$ cat config.mk
export PLATFORM = sky130hd
export DESIGN_NAME = adder_phase_ctrl
export DESIGN_NICKNAME = d
export VERILOG_FILES = /design/src/rtl/adder_phase_ctrl.sv
export SDC_FILE = /design/constraint.sdc
export NUM_CORES = 1
export LEC_CHECK = 0
export CAP_MARGIN = 20
export CORE_MARGIN = 4
export CORE_UTILIZATION = 25
export DETAILED_ROUTE_END_ITERATION = 7
export HOLD_SLACK_MARGIN = 0.08
export PLACE_DENSITY_LB_ADDON = 0.12
export SLEW_MARGIN = 20
export SYNTH_ARGS = -nofsm -noshare
export SYNTH_HDL_FRONTEND = slang
export SYNTH_SLANG_ARGS = --single-unit
export TNS_END_PERCENT = 10
$ cat constraint.sdc
create_clock -name clk -period 2.5 [get_ports clk]
set_input_delay 0.375 -clock clk [delete_from_list [all_inputs] [get_ports clk]]
set_output_delay 0.375 -clock clk [all_outputs]
set_load 0.05 [all_outputs]
$ cat src/rtl/adder_phase_ctrl.sv
// Operand holder, 8-phase power-clock generator and result capture for the adiabatic prefix adder.
// Latency: accept to out_valid 9 cycles; in_ready drops while busy or while a result waits.
module adder_phase_ctrl #(
  parameter int WIDTH    = 16,
  parameter int NPHASE   = 8,
  parameter int HOLD_CYC = 3
) (
  input  logic              clk,
  input  logic              rst_n,
  input  logic              in_valid,
  output logic              in_ready,
  input  logic [WIDTH-1:0]  in_a,
  input  logic [WIDTH-1:0]  in_b,
  input  logic              in_cin,
  output logic [WIDTH-1:0]  add_a,
  output logic [WIDTH-1:0]  add_b,
  output logic              add_cin,
  output logic [NPHASE-1:0] clkpos,
  output logic [NPHASE-1:0] clkneg,
  input  logic [WIDTH-1:0]  add_sum,
  input  logic              add_cout,
  output logic              out_valid,
  input  logic              out_ready,
  output logic [WIDTH-1:0]  out_sum,
  output logic              out_cout,
  output logic              busy
);

  localparam int LAST = NPHASE - 1 + HOLD_CYC;
  localparam int CW   = $clog2(LAST + 1);

  typedef enum logic {IDLE, RUN} state_t;

  state_t            state, state_nxt;
  logic [CW-1:0]     cnt, cnt_nxt;
  logic [NPHASE-1:0] phase_nxt;
  logic              accept, capture, ov_nxt;

  assign accept  = in_valid && in_ready;
  assign capture = (state == RUN) && (cnt == CW'(NPHASE));

  always_ff @(posedge clk or negedge rst_n) begin
    if (!rst_n) state <= IDLE;
    else        state <= state_nxt;
  end

  always_comb begin
    state_nxt = state;
    case (state)
      IDLE:    if (accept) state_nxt = RUN;
      RUN:     if (cnt == CW'(LAST)) state_nxt = IDLE;
      default: state_nxt = IDLE;
    endcase
  end

  // Phases are decoded from the next count so the phase flops switch cleanly on the edge.
  always_comb begin
    cnt_nxt = '0;
    if (state_nxt == RUN)
      cnt_nxt = (state == IDLE) ? CW'(1) : cnt + CW'(1);
    phase_nxt = '0;
    for (int i = 0; i < NPHASE; i++)
      phase_nxt[i] = (cnt_nxt >= CW'(i + 1)) && (cnt_nxt <= CW'(i + HOLD_CYC));
    ov_nxt = out_valid;
    if (capture)                     ov_nxt = 1'b1;
    else if (out_valid && out_ready) ov_nxt = 1'b0;
  end

  always_ff @(posedge clk or negedge rst_n) begin
    if (!rst_n) begin
      cnt       <= '0;
      clkpos    <= '0;
      clkneg    <= '1;
      busy      <= 1'b0;
      in_ready  <= 1'b1;
      add_a     <= '0;
      add_b     <= '0;
      add_cin   <= 1'b0;
      out_valid <= 1'b0;
      out_sum   <= '0;
      out_cout  <= 1'b0;
    end else begin
      cnt       <= cnt_nxt;
      clkpos    <= phase_nxt;
      clkneg    <= ~phase_nxt;
      busy      <= (state_nxt == RUN);
      in_ready  <= (state_nxt == IDLE) && !ov_nxt;
      out_valid <= ov_nxt;
      if (accept) begin
        add_a   <= in_a;
        add_b   <= in_b;
        add_cin <= in_cin;
      end
      // Phases NPHASE-2 and NPHASE-1 are both powered here, so the adder output is settled.
      if (capture) begin
        out_sum  <= add_sum;
        out_cout <= add_cout;
      end
    end
  end

endmodule

# Yosys cells after proc, flatten, opt, wreduce, memory -nomap -nowiden
# Cells that the tools add are included.
# word_totals
reg_bits,73
output_inout_bits,69
inputBits,54
# op_classes
add_sub_neg,1
n_reduce_logical,13
eq_ne,2
muxes,7
magnitude_cmp,16
bitwise,3
# ops
cell,count
$ge A4 B3 Y1 const B,4
$le A4 B3 Y1 const B,4
$le A4 B4 Y1 const B,3
$logic_and A1 B1 Y1,12
$eq A4 B4 Y1 const B,2
$ge A4 B2 Y1 const B,2
$mux W4,2
$not A8 Y8,1
$add A4 B1 Y4 const B,1
$ge A4 B1 Y1 const B,1
$ge A4 B4 Y1 const B,1
$le A4 B2 Y1 const B,1
$mux W1,4
$not A1 Y1,2
$pmux W1 S2,1
$logic_not A1 Y1,1

# Logic depth before layout (Yosys ltp)
# logic_depth
word_depth,7
depth_mapped,8

# Worst setup path before layout
# Ideal clock, no wire load.
# synth_timing
path_type,flip-flop to flip-flop
startpoint,register cnt[0]
endpoint,register clkneg[2]
path_stages_with_launch,8
setup_time_ns,0.082
arrival_time_ns,1.626
synth_period_minus_slack_ns,1.708
path_slack_ns,0.792
path_buffers,1
path_cell_list,dfrtp_1 > buf_2 > inv_1 > ha_1 > nand2_1 > a21oi_4 > mux2_4 > or2_1
# synth_via
elab_chain_cells,7
word_cells_on_any_way,10
# synth_lines
item,line,text
start: declaration,35,"logic [CW-1:0] cnt, cnt_nxt;"
start signal: assignment,83,cnt <= cnt_nxt;
branches (longest 3 deep; another with $add A4 B1 Y4),n/a,
$mux W4 *,59,if (state_nxt == RUN)
$ge A4 B2 Y1 / $le A4 B3 Y1 (equally long branches),63,phase_nxt[i] = (cnt_nxt >= CW'(i + 1)) && (cnt_nxt <= CW'(i + HOLD_CYC));
$logic_and A1 B1 Y1 *,63,
$not A8 Y8 *,85,clkneg <= ~phase_nxt;
end signal: assignment,85,
end: declaration,19,"output logic [NPHASE-1:0] clkneg,"
# Every way passes the cells marked *.
# A chain may end at the register's enable or synchronous reset.

# Worst setup path after layout
# layout_timing
startpoint,register in_ready
endpoint,output in_ready
# layout_lines
item,line,text
start: declaration,11,"output logic in_ready,"
start signal: assignment,87,in_ready <= (state_nxt == IDLE) && !ov_nxt;
# No word-level cell between the ends.

==> flow_metrics.py <==
metrics = {
    "place": {
        "placement.io_buffers": 122,
        "detail_placement_hpwl_mm": 4.842,
        "place_congestion": 0.7202,
        "placement.setup.worst_slack_ns": 0.5673,
        "numPlacedInstances": 453,
    },
    "logic_synthesis": {
        "async_flop_share": 1.000,
        "ys_top_cells_by_count": "64 x sky130_fd_sc_hd__dfrtp_1, 50 x sky130_fd_sc_hd__mux2_2, 9 x sky130_fd_sc_hd__dfstp_2, 7 x sky130_fd_sc_hd__nand3_1, 6 x sky130_fd_sc_hd__buf_2",
        "ys_warn_count": 0,
        "yosysUniqueCellTypes": 42,
        "ys.flop_type": "sky130_fd_sc_hd__dfrtp_1",
        "avgSynthCellArea_um2": 15.05,
        "post_synth_instance_area_mm2": 0.002890,
        "synth_top_area_cell": "sky130_fd_sc_hd__dfrtp_1",
        "synth.top_cells.by_area": "sky130_fd_sc_hd__dfrtp_1 55%, sky130_fd_sc_hd__mux2_2 19%, sky130_fd_sc_hd__dfstp_2 8.2%",
        "mappedNetlistNets": 249,
        "postSynthRegisterBits": 73,
        "synth_seq_area_share": 0.6359,
        "synthDominantCellAreaShare": 0.5541,
        "synthesis.instances": 192,
        "synth-edff-count": 0,
        "post-synth-top-count-cell": "sky130_fd_sc_hd__dfrtp_1",
    },
    "timing": {
        "finalWorstSetupSlack_ns": 0.4621,
        "max_freq_ghz": 0.4907,
        "final-setup-viol-count": 0,
        "tns_ns": 0,
        "max_slew.worst_pin.slew_ns": 0.5433,
        "finalCriticalPeriod_ns": 2.038,
        "setup_repair_after_global_routing_missed_its_margin": "false",
        "fin_skew_ns": 0.003780,
        "timing.final.hold_violations": 0,
        "post-route-period-util": 0.8152,
        "report.final.slew_viol_count": 0,
        "worst_slew_margin_rel": 0.6367,
    },
    "die": {
        "initial_utilization": 0.2542,
        "io_pins": 123,
        "die_h_um": 115.5,
        "die_width_um": 115.5,
        "dieArea_mm2": 0.01334,
        "row_count": 39,
        "design.core.area_mm2": 0.01137,
    },
    "global_route": {
        "global_route.overflow_total": 0,
        "global_route.usage.total": 0.1053,
        "first_global_vias": 2148,
        "first_pass_grt_wire_length_mm": 10.72,
        "initial_antenna_violation_count": 0,
        "largest_net_degree_at_the_start_of_global_routing": 41,
    },
    "worst_setup_path": {
        "flop2flop_setup_slack_ns": 0.55,
        "critical_path_peak_fanout": 2,
        "timing.rr.end": "clkneg[0]$_DFF_PN1_",
        "critPathTopFamily": "buffers and inverters",
        "cp.buffers_inverters": 1,
        "crit_path_cell_trace": "clkdlybuf4s50_1",
        "critPathRequiredTime_ns": 2.12,
        "arrival_ns": 1.66,
        "crit_path_end_kind": "output port",
        "start_to_end_type_of_the_worst_setup_path": "register to output port",
        "cp_num_cells": 1,
        "worst_setup_start_kind": "register",
        "worst_reg_to_reg_path_cell_count": 6,
        "regToRegStartpoint": "cnt[0]$_DFF_PN0_",
        "crit_path_top_delay_cell": "sky130_fd_sc_hd__clkdlybuf4s50_1",
        "slowest_delay_ns": 0.82,
    },
    "layout": {
        "final_core_utilization": 0.4026,
        "total_nets_final": 379,
        "area_growth_syn_to_layout_pct": 58.35,
        "drive_gt1_frac": 0.2691,
        "finish.cell_count_without_fillers": 470,
        "diodes": 0,
    },
    "clock_network": {
        "cts-root-buf": "sky130_fd_sc_hd__clkbuf_16",
        "insertion_delay_ns": 0.32,
        "ctsLongestPathBuffers": 2,
        "cts_max_level": 3,
        "cts.clk_slew.worst_paths_ns": 0.05,
        "clock_sink_count": 73,
        "post_cts_resized": 0,
        "numCtsBuffers": 9,
        "cts_tree": "yes",
    },
    "detailed_routing": {
        "detail-route-antenna-nets": 0,
        "vias_per_cell": 4.217,
        "drtIter0Drc": 72,
        "remaining_drc_errors": 0,
        "total_detailed_routing_wirelength_mm": 6.727,
        "detail_route.first_pass.iterations": 4,
        "wl_per_cell_um": 14.31,
        "vias": 1982,
    },
    "hold_path": {
        "holdCritPathClass": "register to register",
        "holdPathEnd": "add_a[4]$_DFFE_PN0N_",
        "worstHoldStart": "add_a[4]$_DFFE_PN0N_",
        "hold-path-cell-count": 1,
    },
    "run_status": {
        "status": "finished clean",
    },
    "job": {
        "max-cap-violations": 0,
    },
}
[flip-flops by register name, summed over array words and instances, names as in the netlist]
| signal | cells |
|---|---|
| add_a | 16 |
| add_cin | 1 |
| in_ready | 1 |
| busy | 1 |
| add_b | 16 |
| out_cout | 1 |
| out_sum | 16 |
| out_valid | 1 |
| clkpos | 8 |
| clkneg | 8 |
| cnt | 4 |
[placed cells by master, fill, tap and decap left out, types with 2 or more instances in the layout]
cell type / instances
sky130_fd_sc_hd__and3_1: 2
sky130_fd_sc_hd__buf_4: 4
sky130_fd_sc_hd__clkbuf_1: 3
sky130_fd_sc_hd__clkbuf_16: 9
sky130_fd_sc_hd__clkdlybuf4s50_1: 121
sky130_fd_sc_hd__clkinv_2: 3
sky130_fd_sc_hd__dfrtp_1: 64
sky130_fd_sc_hd__dfstp_2: 9
sky130_fd_sc_hd__ha_1: 3
sky130_fd_sc_hd__inv_1: 5
sky130_fd_sc_hd__mux2_2: 50
sky130_fd_sc_hd__nand2_1: 5
sky130_fd_sc_hd__nand3_1: 7
sky130_fd_sc_hd__nor2_1: 5
sky130_fd_sc_hd__nor2b_1: 2
sky130_fd_sc_hd__o21ai_0: 2
sky130_fd_sc_hd__or2_1: 2
[cell families (layout without fill, tap and decap cells)]
| group | count (synthesis) | in the layout | synth area share |
|---|---|---|---|
| buffers and inverters | 13 | 148 | 0.02208 |
| adder cells (fa/ha/maj) | 3 | 3 | 0.01299 |
| AND/OR/NAND/NOR | 38 | 38 | 0.08745 |
| flip-flops | 73 | 73 | 0.6359 |
| multiplexers | 52 | 52 | 0.2035 |
| XOR/XNOR | 1 | 1 | 0.003031 |
| AO/OA/AOI/OAI | 12 | 12 | 0.03507 |
[worst max-delay path by stage]
stage	slack, ns	from	endpoint
CTS	0.43	in_ready$_DFF_PN1_	in_ready
global placement	0.59	cnt[0]$_DFF_PN0_	clkneg[0]$_DFF_PN1_
global route	0.39	in_ready$_DFF_PN1_	in_ready
floorplan	0.79	cnt[0]$_DFF_PN0_	clkneg[2]$_DFF_PN1_
detailed placement	0.57	cnt[0]$_DFF_PN0_	clkneg[0]$_DFF_PN1_
finish	0.46	in_ready$_DFF_PN1_	in_ready
[area by class of cell]
cell class                      instances  area, um2
Clock buffer                           12      236.5
Clock inverter                          4      45.04
Fill cell                            1110       6793
Inverter                                5      18.77
Multi-Input combinational cell        106      988.4
Sequential cell                        73       1838
Tap cell                              143      178.9
Timing Repair Buffer                  127       1271
[metrics by stage]
step	cell area, um2	hold slack, ns
6_report	4577	0.5011
5_1_grt	4577	0.5160
4_1_cts	4577	0.5047
3_5_place_dp	4285	0.3661
3_3_place_gp	4285	0.3656
2_1_floorplan	2890	0.07941
[timing repair]
item / 4_1_cts / 5_1_grt
endpoints found under the setup margin: 0 / 0
setup buffers: 0 / 0
hold buffers: 1 / 0
hold endpoints to repair: 31 / 0
[metal layers]
layer | global-route usage | routed length, um | share of wire
met1 | 0.1273 | 2916 | 0.43
met2 | 0.1617 | 2894 | 0.43
met3 | 0.05587 | 823 | 0.12
met4 | 0.03521 | 93 | 0.014
met5 | 0 | 0 | 0
[worst reg2reg max path, stage by stage (launching register included)]
cell and delay, ns:
sky130_fd_sc_hd__dfrtp_1 0.52, sky130_fd_sc_hd__inv_1 0.16, sky130_fd_sc_hd__ha_1 0.43, sky130_fd_sc_hd__nand2b_1 0.21, sky130_fd_sc_hd__and3_1 0.23, sky130_fd_sc_hd__a21oi_1 0.21
sky130_fd_sc_hd__or2_1 0.14
Power is left out: the tool's default activity adds up to more than one toggle a clock period on the data nets, which glitch-free logic cannot reach.
